File: config.mk
export PLATFORM = sky130hd
export DESIGN_NAME = adc_pingpong_capture
export DESIGN_NICKNAME = d
export VERILOG_FILES = /design/src/rtl/adc_pingpong_capture.sv
export SDC_FILE = /design/constraint.sdc
export NUM_CORES = 1
export LEC_CHECK = 0
export CORE_AREA = 2 2 241 124
export DETAILED_ROUTE_END_ITERATION = 10
export DIE_AREA = 0 0 243 126
export MAX_ROUTING_LAYER = met4
export PLACE_DENSITY = 0.73
export SLEW_MARGIN = 20
export SYNTH_ARGS = -nofsm -noshare
export SYNTH_HDL_FRONTEND = slang
export SYNTH_SLANG_ARGS = --single-unit
export TNS_END_PERCENT = 30
File: constraint.sdc
create_clock -name i_clk -period 9.7 [get_ports i_clk]
set_input_delay 1.455 -clock i_clk [delete_from_list [all_inputs] [get_ports i_clk]]
set_output_delay 1.455 -clock i_clk [all_outputs]
set_load 0.03 [all_outputs]
File: src/rtl/adc_pingpong_capture.sv
// Multichannel ADC capture into a two-bank ping-pong DPBRAM with per-bank
// full flags, overrun detection and a power-of-two block averager.
module adc_pingpong_capture #(
    parameter int CH_NUM       = 2,
    parameter int DWIDTH       = 24,
    parameter int RAM_DEPTH    = 20000,
    parameter int AVG_LOG2_MAX = 4
) (
    input  logic                           i_clk,
    input  logic                           i_rst,
    input  logic                           i_en,
    input  logic                           i_mode,
    input  logic                           i_adc_valid,
    input  logic [CH_NUM*DWIDTH-1:0]       i_adc_data,
    input  logic [3:0]                     i_avg_shift,
    input  logic [1:0]                     i_flag_clr,
    output logic [$clog2(RAM_DEPTH)-1:0]   o_ram_addr,
    output logic                           o_ram_ce,
    output logic                           o_ram_we,
    output logic [CH_NUM*DWIDTH-1:0]       o_ram_dout,
    output logic [1:0]                     o_bank_flag,
    output logic                           o_overrun,
    output logic [CH_NUM*32-1:0]           o_avg_data,
    output logic                           o_avg_valid,
    output logic [1:0]                     o_debug_state
);

    localparam int AW    = $clog2(RAM_DEPTH);
    localparam int ACC_W = DWIDTH + AVG_LOG2_MAX;
    localparam int CNT_W = AVG_LOG2_MAX + 1;
    localparam logic [AW-1:0] ADDR_LAST = AW'(RAM_DEPTH - 1);
    localparam logic [AW-1:0] ADDR_HALF = AW'(RAM_DEPTH / 2 - 1);
    localparam logic [3:0]    N_MAX     = 4'(AVG_LOG2_MAX);

    typedef enum logic [1:0] {
        IDLE = 2'd0,
        RUN  = 2'd1,
        DONE = 2'd2
    } state_t;

    state_t                     r_state;
    state_t                     w_state_nxt;
    logic                       w_write;
    logic                       w_avg_en;
    logic [AW-1:0]              w_wr_addr;
    logic [1:0]                 w_flag_ev;
    logic [3:0]                 w_n_eff;
    logic [CNT_W-1:0]           w_blk_last;
    logic signed [ACC_W-1:0]    w_samp [CH_NUM];
    logic signed [ACC_W-1:0]    w_sum  [CH_NUM];

    logic                       r_ce_p1;
    logic [AW-1:0]              r_addr_p1;
    logic [CH_NUM*DWIDTH-1:0]   r_dout_p1;
    logic [1:0]                 r_flag;
    logic                       r_overrun;
    logic signed [ACC_W-1:0]    r_acc [CH_NUM];
    logic [CNT_W-1:0]           r_avg_cnt;
    logic [3:0]                 r_avg_n;
    logic [CH_NUM*32-1:0]       r_avg_data_p1;
    logic                       r_avg_vld_p1;

    function automatic logic [3:0] f_clamp(input logic [3:0] n);
        return (n > N_MAX) ? N_MAX : n;
    endfunction

    // Floor-mean: sign-extend first, then arithmetic shift.
    function automatic logic [31:0] f_mean(input logic signed [ACC_W-1:0] s,
                                           input logic [3:0] n);
        logic signed [31:0] v;
        v = 32'(s);
        return v >>> n;
    endfunction

    always_ff @(posedge i_clk or negedge i_rst) begin
        if (!i_rst) r_state <= IDLE;
        else        r_state <= w_state_nxt;
    end

    always_comb begin
        w_state_nxt = r_state;
        w_write     = (r_state == RUN) && i_en && i_adc_valid;
        w_avg_en    = (r_state != IDLE) && i_en && i_adc_valid;
        if (!i_en) begin
            w_state_nxt = IDLE;
        end else begin
            case (r_state)
                IDLE:    w_state_nxt = RUN;
                RUN:     if (w_write && i_mode && (w_wr_addr == ADDR_LAST)) w_state_nxt = DONE;
                DONE:    w_state_nxt = DONE;
                default: w_state_nxt = IDLE;
            endcase
        end
    end

    // The address register shows the write address during o_ram_ce and
    // advances once that write has been presented.
    always_comb begin
        w_wr_addr = r_addr_p1;
        if (r_ce_p1) w_wr_addr = (r_addr_p1 == ADDR_LAST) ? '0 : r_addr_p1 + AW'(1);
        w_flag_ev[0] = r_ce_p1 && (r_addr_p1 == ADDR_HALF);
        w_flag_ev[1] = r_ce_p1 && (r_addr_p1 == ADDR_LAST);
        w_n_eff      = (r_avg_cnt == '0) ? f_clamp(i_avg_shift) : r_avg_n;
        w_blk_last   = (CNT_W'(1) << w_n_eff) - CNT_W'(1);
        for (int k = 0; k < CH_NUM; k++) begin
            w_samp[k] = ACC_W'($signed(i_adc_data[k*DWIDTH +: DWIDTH]));
            w_sum[k]  = r_acc[k] + w_samp[k];
        end
    end

    // Stage p1: RAM write port
    always_ff @(posedge i_clk or negedge i_rst) begin
        if (!i_rst) begin
            r_ce_p1   <= 1'b0;
            r_addr_p1 <= '0;
            r_dout_p1 <= '0;
        end else begin
            r_ce_p1   <= w_write;
            r_addr_p1 <= i_en ? w_wr_addr : '0;
            if (w_write) r_dout_p1 <= i_adc_data;
        end
    end

    always_ff @(posedge i_clk or negedge i_rst) begin
        if (!i_rst) begin
            r_flag    <= 2'b00;
            r_overrun <= 1'b0;
        end else begin
            r_flag    <= w_flag_ev | (r_flag & ~i_flag_clr);
            r_overrun <= i_en ? (r_overrun | (|(w_flag_ev & r_flag))) : 1'b0;
        end
    end

    // Stage p1: block averager output
    always_ff @(posedge i_clk or negedge i_rst) begin
        if (!i_rst) begin
            r_avg_cnt     <= '0;
            r_avg_n       <= 4'd0;
            r_avg_data_p1 <= '0;
            r_avg_vld_p1  <= 1'b0;
            for (int k = 0; k < CH_NUM; k++) r_acc[k] <= '0;
        end else begin
            r_avg_vld_p1 <= 1'b0;
            if (!i_en || (r_state == IDLE)) begin
                r_avg_cnt <= '0;
                for (int k = 0; k < CH_NUM; k++) r_acc[k] <= '0;
            end else if (w_avg_en) begin
                if (r_avg_cnt == '0) r_avg_n <= w_n_eff;
                if (r_avg_cnt == w_blk_last) begin
                    r_avg_cnt    <= '0;
                    r_avg_vld_p1 <= 1'b1;
                    for (int k = 0; k < CH_NUM; k++) begin
                        r_acc[k]                   <= '0;
                        r_avg_data_p1[k*32 +: 32] <= f_mean(w_sum[k], w_n_eff);
                    end
                end else begin
                    r_avg_cnt <= r_avg_cnt + CNT_W'(1);
                    for (int k = 0; k < CH_NUM; k++) r_acc[k] <= w_sum[k];
                end
            end
        end
    end

    assign o_ram_addr    = r_addr_p1;
    assign o_ram_ce      = r_ce_p1;
    assign o_ram_we      = 1'b1;
    assign o_ram_dout    = r_dout_p1;
    assign o_bank_flag   = r_flag;
    assign o_overrun     = r_overrun;
    assign o_avg_data    = r_avg_data_p1;
    assign o_avg_valid   = r_avg_vld_p1;
    assign o_debug_state = r_state;

endmodule
==> summary.md, run 1 <==
| Metric | Value |
|---|---|
| Clock group share of total power | 20.1% |
| Switching pwr | 1.69 mW |
| RSZ-0062 raised after global routing | false |
| Skew final | 0.0105 ns |
| Vias in the first global route | 13,100 |
| CTS H-tree lvls | 4 |
| Critical Path Source Type | primary input |
| Switching portion of total power | 44.5% |
| Synth warn | 0 |
| Initial antenna violation count | 0 |
| Syn Nets | roughly 1,700 |
| Synth async-reset ratio | between 90% and 100% |
| CP max FO | 62 |
| FF-to-FF setup slack | 3.70 ns |
| Count of TritonRoute iterations in the first routing pass | 8 |
| EDFF count, synth | 0 |
| CP arrival | 6.65 ns |
| Clock sinks | 191 |
| Compound-Gate Fraction of Synth Area | 27.9% |
| Int Power | 2.11 mW |
| Main synth FF type | dfrtp_1 |
| Total grt overflow | 0 |
| Setup violations, final | 0 |
| Rel. slew slack | 22.5% |
| Most common cell in the netlist | dfrtp_1 |
| Worst R2R Start | r_avg_cnt[0]$_DFFE_PN0P_ |
| Post-synth cell types | 92 |
| Area Overhead vs Synth | 18.8% |
| Largest net degree at the start of global routing | 70 |
| Rows | between 40 and 50 |
| Worst Setup End Kind | flip-flop |
| Post-Synth XOR/XNOR Area | 3.53% |
| Die area | 30,600 um2 |
| Clock Tree Buf Depth | 2 |
| Fin crit period | 6.29 ns |
| Gpl congestion | 0.985 |
| Leading area contributor after synthesis | dfrtp_1 |
| Req. time, crit path | 10.06 ns |
| Area occupied by multi-input gates | just under 9000 um2 |
| Total negative slack | 0 ns |
| Vias per inst | ~6.6 |
| Final ANT Viol Nets | 0 |
| Reg2reg end | o_avg_data[37]$_DFFE_PN0P_ |
| LEAKAGE | 7.00 nW |
| Power Density | 226 nW/um2 |
| Die Height | 126 um |
| Synth top cells by count | dfrtp_1 (191), nand2_1 (170), nor2_1 (126), o21ai_0 (126), a21oi_1 (109) |
| Largest family of logic cells by synthesized area | compound AO/OA/AOI/OAI gates |
| Min-delay worst type | reg2reg |
| DRC | 0 |
| Number of port buffers | 192 |
| Reg area | 4780 um2 |
| CTS root buffer | clkbuf_16 |
| Sequential fraction of the synthesis area | 33.8% |
| # diodes | 0 |
| CORE AREA | 28,500 um2 |
| PostCTS Resize Cnt | 0 |
| Synthesized cell area | 14,100 um2 |
| Adder-cell share of the synthesized area | 5.69% |
| Gate power share | approximately half |
| First-pass GRT wire length | 76.0 mm |
| DP Wirelength | 36.0 mm |
| Final #Nets | 1,857 |
| Max-cap violations | 0 |
| Initial Util | 49.5% |
| Fin. max-slew vios | 0 |
| Fraction of synthesized area in multiplexers | 7.66% |
| Final core utilization | 58.9% |
| Reg2Reg Depth | 16 |
| I/O pin count | 194 |
| # hold bufs at CTS | 0 |
| Peak supply drop | 0.160 mV |
| Synth Instances | 1,624 |
| Critical Path Source | i_avg_shift[3] |
| Post-synthesis simple-gate area fraction | 16.6% |
| Worst Tran Pin Value | about 1.2 ns |
| Final Cycle Share | between 60% and 70% |
| Post-CTS setup buffer count | 0 |
| Die width | 243 um |
| Initial DRC count | between 2,000 and 2,500 |
| CTS Buf Count | 17 |
| Synth Register Bits | 191 |
| Total track usage | 32.6% |
| Worst hold slack | 0.486 ns |
| Status | finished, final reports clean |
| Clk_lat worst skew | 0.47 ns |
| Crit path to | o_avg_data[37]$_DFFE_PN0P_ |
| Total number of vias | 14,000 |
| Total Routed Length | between 40 and 50 mm |
| Layout cells sized above 1 | 8.75% |
| Reg power frac | 28.0% |
| Peak Freq | 159 MHz |
| Drt wl/cell | approximately 23 um |
| Share of the synthesized area in the top cell type | 33.8% |
| Setup CP Type | in2reg |
| Fin. Hold Viols | 0 |
| Post-Syn Area per Cell | 8.70 um2 |
| Fill cell count | 2,557 |
| CTS tree | built |
| Synth top area cells | dfrtp_1 (34%), ha_1 (5.4%), mux2_2 (4.7%), nand2_1 (4.5%), o21ai_0 (4.5%) |
| CTS clk-pin slew, worst paths | approximately 0.080 ns |
cell usage in the layout (no fill, tap or decap), types with 8 or more instances in the layout:
| cell type | n |
|---|---|
| a22o_1 | 38 |
| xnor2_1 | 32 |
| nor3_1 | 30 |
| a22oi_1 | 8 |
| a2111oi_0 | 12 |
| o211ai_1 | 37 |
| a21oi_1 | 108 |
| inv_1 | 29 |
| clkdlybuf4s50_1 | 191 |
| mux2i_1 | 30 |
| and4_1 | 9 |
| dfrtp_1 | 191 |
| o221ai_1 | 13 |
| clkbuf_16 | 17 |
| xor2_1 | 25 |
| a21o_1 | 20 |
| nand3_1 | 43 |
| o21a_1 | 16 |
| a211oi_1 | 29 |
| nand2b_1 | 11 |
| o22ai_1 | 16 |
| nand2_1 | 170 |
| and3_1 | 10 |
| a31oi_1 | 20 |
| ha_1 | 61 |
| o21ai_0 | 126 |
| and2_1 | 15 |
| a211o_1 | 12 |
| buf_4 | 19 |
| nand4_1 | 26 |
| mux2_2 | 59 |
| nor2_1 | 125 |
| or3_1 | 16 |
critical path: stages:
cell	delay, ns
clkdlybuf4s50_1	0.44
nor3b_1	0.62
mux2_2	0.84
nor2_1	0.46
nand2_1	0.21
ha_1	0.27
xnor2_1	0.16
a211oi_1	0.34
a22o_2	0.27
nand2_2	0.06
buf_4	0.31
inv_2	0.62
o211ai_1	0.23
o221a_2	0.30
worst min path at each step:
| stage | startpoint | cells past startpoint | slack, ns | endpoint |
|---|---|---|---|---|
| after floorplan | r_acc[10]$_DFFE_PN0P_ | 2 | 0.45 | r_acc[10]$_DFFE_PN0P_ |
| after global placement | r_acc[36]$_DFFE_PN0P_ | 2 | 0.47 | r_acc[36]$_DFFE_PN0P_ |
| after detailed placement | o_avg_data[58]$_DFFE_PN0P_ | 2 | 0.47 | o_avg_data[58]$_DFFE_PN0P_ |
| after CTS | o_avg_data[58]$_DFFE_PN0P_ | 2 | 0.49 | o_avg_data[58]$_DFFE_PN0P_ |
| after global routing | r_acc[46]$_DFFE_PN0P_ | 2 | 0.51 | r_acc[46]$_DFFE_PN0P_ |
| final | o_avg_data[58]$_DFFE_PN0P_ | 2 | 0.49 | o_avg_data[58]$_DFFE_PN0P_ |
final cells by class:
class | count | area share, %
inverters | 31 | 0.693
multi-input cells | 1283 | 51.9
flip-flops and latches | 191 | 28.5
clock inverters | 13 | 1.10
clock buffers | 19 | 2.58
repair buffers | 211 | 12.3
well taps | 391 | 2.91
power by group through the flow:
stage | combinational (mW) | sequential (mW) | clock, mW
floorplan | 1.01 | 1.31 | 0
CTS | 1.94 | 1.06 | 0.772
finish | 1.97 | 1.06 | 0.765
detailed placement | 1.93 | 1.08 | 0
global route | 2.09 | 1.09 | 0.808
global placement | 1.92 | 1.07 | 0
metal layers:
metal,part of all wire (%),GRT usage [%],wire length (um)
met3,9.8,7.74,4740
met1,47,47.7,22500
met4,2.2,8.41,1070
met5,0,-,0
met2,41,44.7,19800
state kept, by name (all words and copies together) (netlist names):
name and cells:
o_ram_addr 15, o_debug_state 2, o_ram_dout 48, r_acc 56
o_bank_flag 2, r_avg_cnt 5, o_ram_ce 1, o_avg_data 56
o_avg_valid 1, r_avg_n 4, o_overrun 1
logic make-up after synthesis:
| logic type | count (synthesis) |
|---|---|
| XOR/XNOR | 57 |
| flip-flops | 191 |
| AO/OA/AOI/OAI | 570 |
| adder cells (fa/ha/maj) | 63 |
| buffers and inverters | 150 |
| other | 1 |
| AND/OR/NAND/NOR | 496 |
| multiplexers | 96 |
through the flow:
step           power [mW]  worst slack, ns  instance area (um2)  std cells
6_report             3.80             3.41                16800       2139
5_1_grt              3.99             3.19                16800       2139
4_1_cts              3.77             3.57                16800       2139
3_5_place_dp         3.01             3.10                16200       2107
3_3_place_gp         2.99             3.21                16200       2107
2_1_floorplan        2.31             5.26                14100       1624
Note: power is estimated with default switching activity, not from simulation.
==> inputs of run 2 (changes only) <==
--- a/config.mk
+++ b/config.mk
@@ -9,7 +9,7 @@
 export DETAILED_ROUTE_END_ITERATION = 10
 export DIE_AREA = 0 0 243 126
 export MAX_ROUTING_LAYER = met4
-export PLACE_DENSITY = 0.73
+export PLACE_DENSITY = 0.76
 export SLEW_MARGIN = 20
 export SYNTH_ARGS = -nofsm -noshare
 export SYNTH_HDL_FRONTEND = slang
==> constraint.sdc (replaced) <==
create_clock -name i_clk -period 5.3 [get_ports i_clk]
set_input_delay 0.795 -clock i_clk [delete_from_list [all_inputs] [get_ports i_clk]]
set_output_delay 0.795 -clock i_clk [all_outputs]
set_load 0.03 [all_outputs]
==> run 2 against run 1 <==
Routed wire length grew 2.7%. Final cell count is 0.94% higher. Non-clock buffer count up 20. Combinational power increased by 85%. Critical path depth fell by 1. First-iteration DRC count fell by 15%. Utilization increased by 0.46 points. Via count increased by 0.11%.
==> summary.md, run 2 (synthesized netlist as in run 1, its figures left out) <==
| Metric | Value |
|---|---|
| Status | finished, final reports clean |
| PostCTS Resize Cnt | 0 (unchanged) |
| Final ANT Viol Nets | 0 (unchanged) |
| LEAKAGE | 7.09 nW (+1.4%) |
| Largest net degree at the start of global routing | 101 (+44%) |
| Post-CTS setup buffer count | 0 (unchanged) |
| Worst Setup End Kind | flip-flop |
| Vias per inst | 6.50 (-0.82%) |
| Die area | 30,600 um2 (unchanged) |
| Total track usage | 33.5% (+0.88 points) |
| Area Overhead vs Synth | 19.8% |
| # diodes | 0 (unchanged) |
| Final setup margin | 0.773 ns (-2.64 ns) |
| Fill cell count | 2,568 (+0.43%) |
| Final Cycle Share | around 85% |
| CORE AREA | 28,500 um2 (unchanged) |
| Final #Nets | 1,877 (+1.1%) |
| Initial DRC count | 1,766 (-15%) |
| DRC | 0 (unchanged) |
| Clock sinks | 191 (unchanged) |
| DP Wirelength | 37.7 mm (+4.8%) |
| RSZ-0062 raised after global routing | false |
| Worst Tran Pin Value | 1.05 ns (-0.106 ns) |
| CP arrival | 4.93 ns (-1.72 ns) |
| CTS H-tree lvls | 4 (unchanged) |
| I/O pin count | 194 (unchanged) |
| CTS Buf Count | 17 (unchanged) |
| Skew final | 0.0141 ns (+0.00366 ns) |
| Fin. max-slew vios | 0 (unchanged) |
| Fin crit period | 4.53 ns |
| CTS clk-pin slew, worst paths | 0.08 ns (about the same) |
| Req. time, crit path | 5.71 ns (-4.35 ns) |
| Total Routed Length | 49.5 mm (+2.7%) |
| Count of TritonRoute iterations in the first routing pass | 7 (-1) |
| Initial antenna violation count | 0 (unchanged) |
| CP max FO | 6 (-90%) |
| Drt wl/cell | 22.9 um (+1.8%) |
| Commonest non-fill, non-tap cells in the layout | clkdlybuf4s50_1 (191), dfrtp_1 (191), nand2_1 (170), o21ai_0 (126), nor2_1 (125) |
| Total number of vias | 14,000 (+0.11%) |
| Peak Freq | 221 MHz |
| Die Height | 126 um (unchanged) |
| Reg area | 4780 um2 (unchanged) |
| Gpl congestion | 0.951 (-3.5%) |
| Peak supply drop | 0.271 mV (+69%) |
| Layout cells sized above 1 | 9.90% (+1.1 points) |
| Worst hold slack | 0.398 ns (-0.0876 ns) |
| Area occupied by multi-input gates | 8720 um2 (unchanged) |
| First-pass GRT wire length | 77.8 mm (+2.4%) |
| Die width | 243 um (unchanged) |
| Setup violations, final | 0 (unchanged) |
| Rel. slew slack | 29.9% (+7.4 points) |
| # hold bufs at CTS | 0 (unchanged) |
| Post-place setup slack | 0.453 ns (-2.65 ns) |
| Number of port buffers | 192 (unchanged) |
| CTS tree | built |
| Total negative slack | 0 ns (unchanged) |
| Critical Path Source Type | primary input |
| Total grt overflow | 0 (unchanged) |
| Max-cap violations | 0 (unchanged) |
| Fin. Hold Viols | 0 (unchanged) |
| Reg2Reg Depth | 17 (+1) |
| CTS root buffer | clkbuf_16 |
| Power Density | 411 nW/um2 (+81%) |
| Vias in the first global route | 13,500 (+2.5%) |
| Min-delay worst type | in2async |
| Initial Util | 49.5% (unchanged) |
| Setup CP Type | in2reg |
| Clk_lat worst skew | 0.47 ns (about the same) |
| Rows | 44 (unchanged) |
| Clock Tree Buf Depth | 2 (unchanged) |
[run 2: cell types whose count changed in the layout (fill, tap and decap cells not counted)]
cell        change
buf_4          +19
clkbuf_1        -2
clkinv_2        +1
buf_12          +1
inv_8           +2
clkinvlp_4      -1
bufinv_16       -2
clkinv_8        -1
clkbuf_8        +1
inv_6           +2
[run 2: worst max-delay path, stage by stage]
cell             delay [ns]
clkdlybuf4s50_1        0.51
ha_1                   0.21
inv_1                  0.06
fa_1                   0.39
nand2b_1               0.18
a21oi_1                0.32
o21ai_1                0.24
a211oi_1               0.42
xor2_1                 0.53
mux2i_1                0.15
a211oi_1               0.63
mux4_2                 0.35
mux2_2                 0.14
[run 2: worst paths after layout]
| path | slack, ns | to | startpoint |
|---|---|---|---|
| worst max register to register | 0.89 | o_avg_data[40]$_DFFE_PN0P_ | r_avg_cnt[0]$_DFFE_PN0P_ |
| max in group asynchronous | 3.79 | o_avg_data[6]$_DFFE_PN0P_ | i_rst |
| worst min-delay path | 0.40 | o_ram_dout[7]$_DFFE_PN0P_ | i_rst |
| worst max-delay path | 0.77 | o_avg_data[2]$_DFFE_PN0P_ | i_adc_data[0] |
| worst min register to register | 0.48 | o_avg_data[47]$_DFFE_PN0P_ | o_avg_data[47]$_DFFE_PN0P_ |
| min in group i_clk | 0.48 | o_avg_data[47]$_DFFE_PN0P_ | o_avg_data[47]$_DFFE_PN0P_ |
[run 2: per-stage QoR]
step | power [mW] | std cells | area [um2] | util, %
2_1_floorplan | 4.23 | 1624 | 14100 | -
3_3_place_gp | 5.50 | 2127 | 16300 | 57.3
3_5_place_dp | 5.54 | 2127 | 16300 | 57.3
4_1_cts | 6.90 | 2159 | 16900 | 59.3
5_1_grt | 7.30 | 2159 | 16900 | 59.3
6_report | 6.95 | 2159 | 16900 | 59.3
[run 2: where the power goes]
group / internal [mW] / total [mW] / switching, mW
clock network: 0.678 / 1.35 / 0.672
logic: 1.38 / 3.64 / 2.26
registers: 1.76 / 1.96 / 0.202
total: 3.82 / 6.95 / 3.13
[run 2: metal layers]
metal / track usage (%) / part of all wire [%] / up-vias
met5: - / 0 / -
met3: 7.59 / 9.5 / 86
met1: 48.8 / 47 / 6845
met2: 45.7 / 41 / 704
met4: 10.2 / 2.3 / 0
li1: - / - / 6392
[run 2: final cells by class]
class	instances	area share [%]
flip-flops and latches	191	28.3
clock inverters	14	0.858
well taps	391	2.89
inverters	31	0.688
multi-input cells	1283	51.5
repair buffers	231	13.2
clock buffers	18	2.60
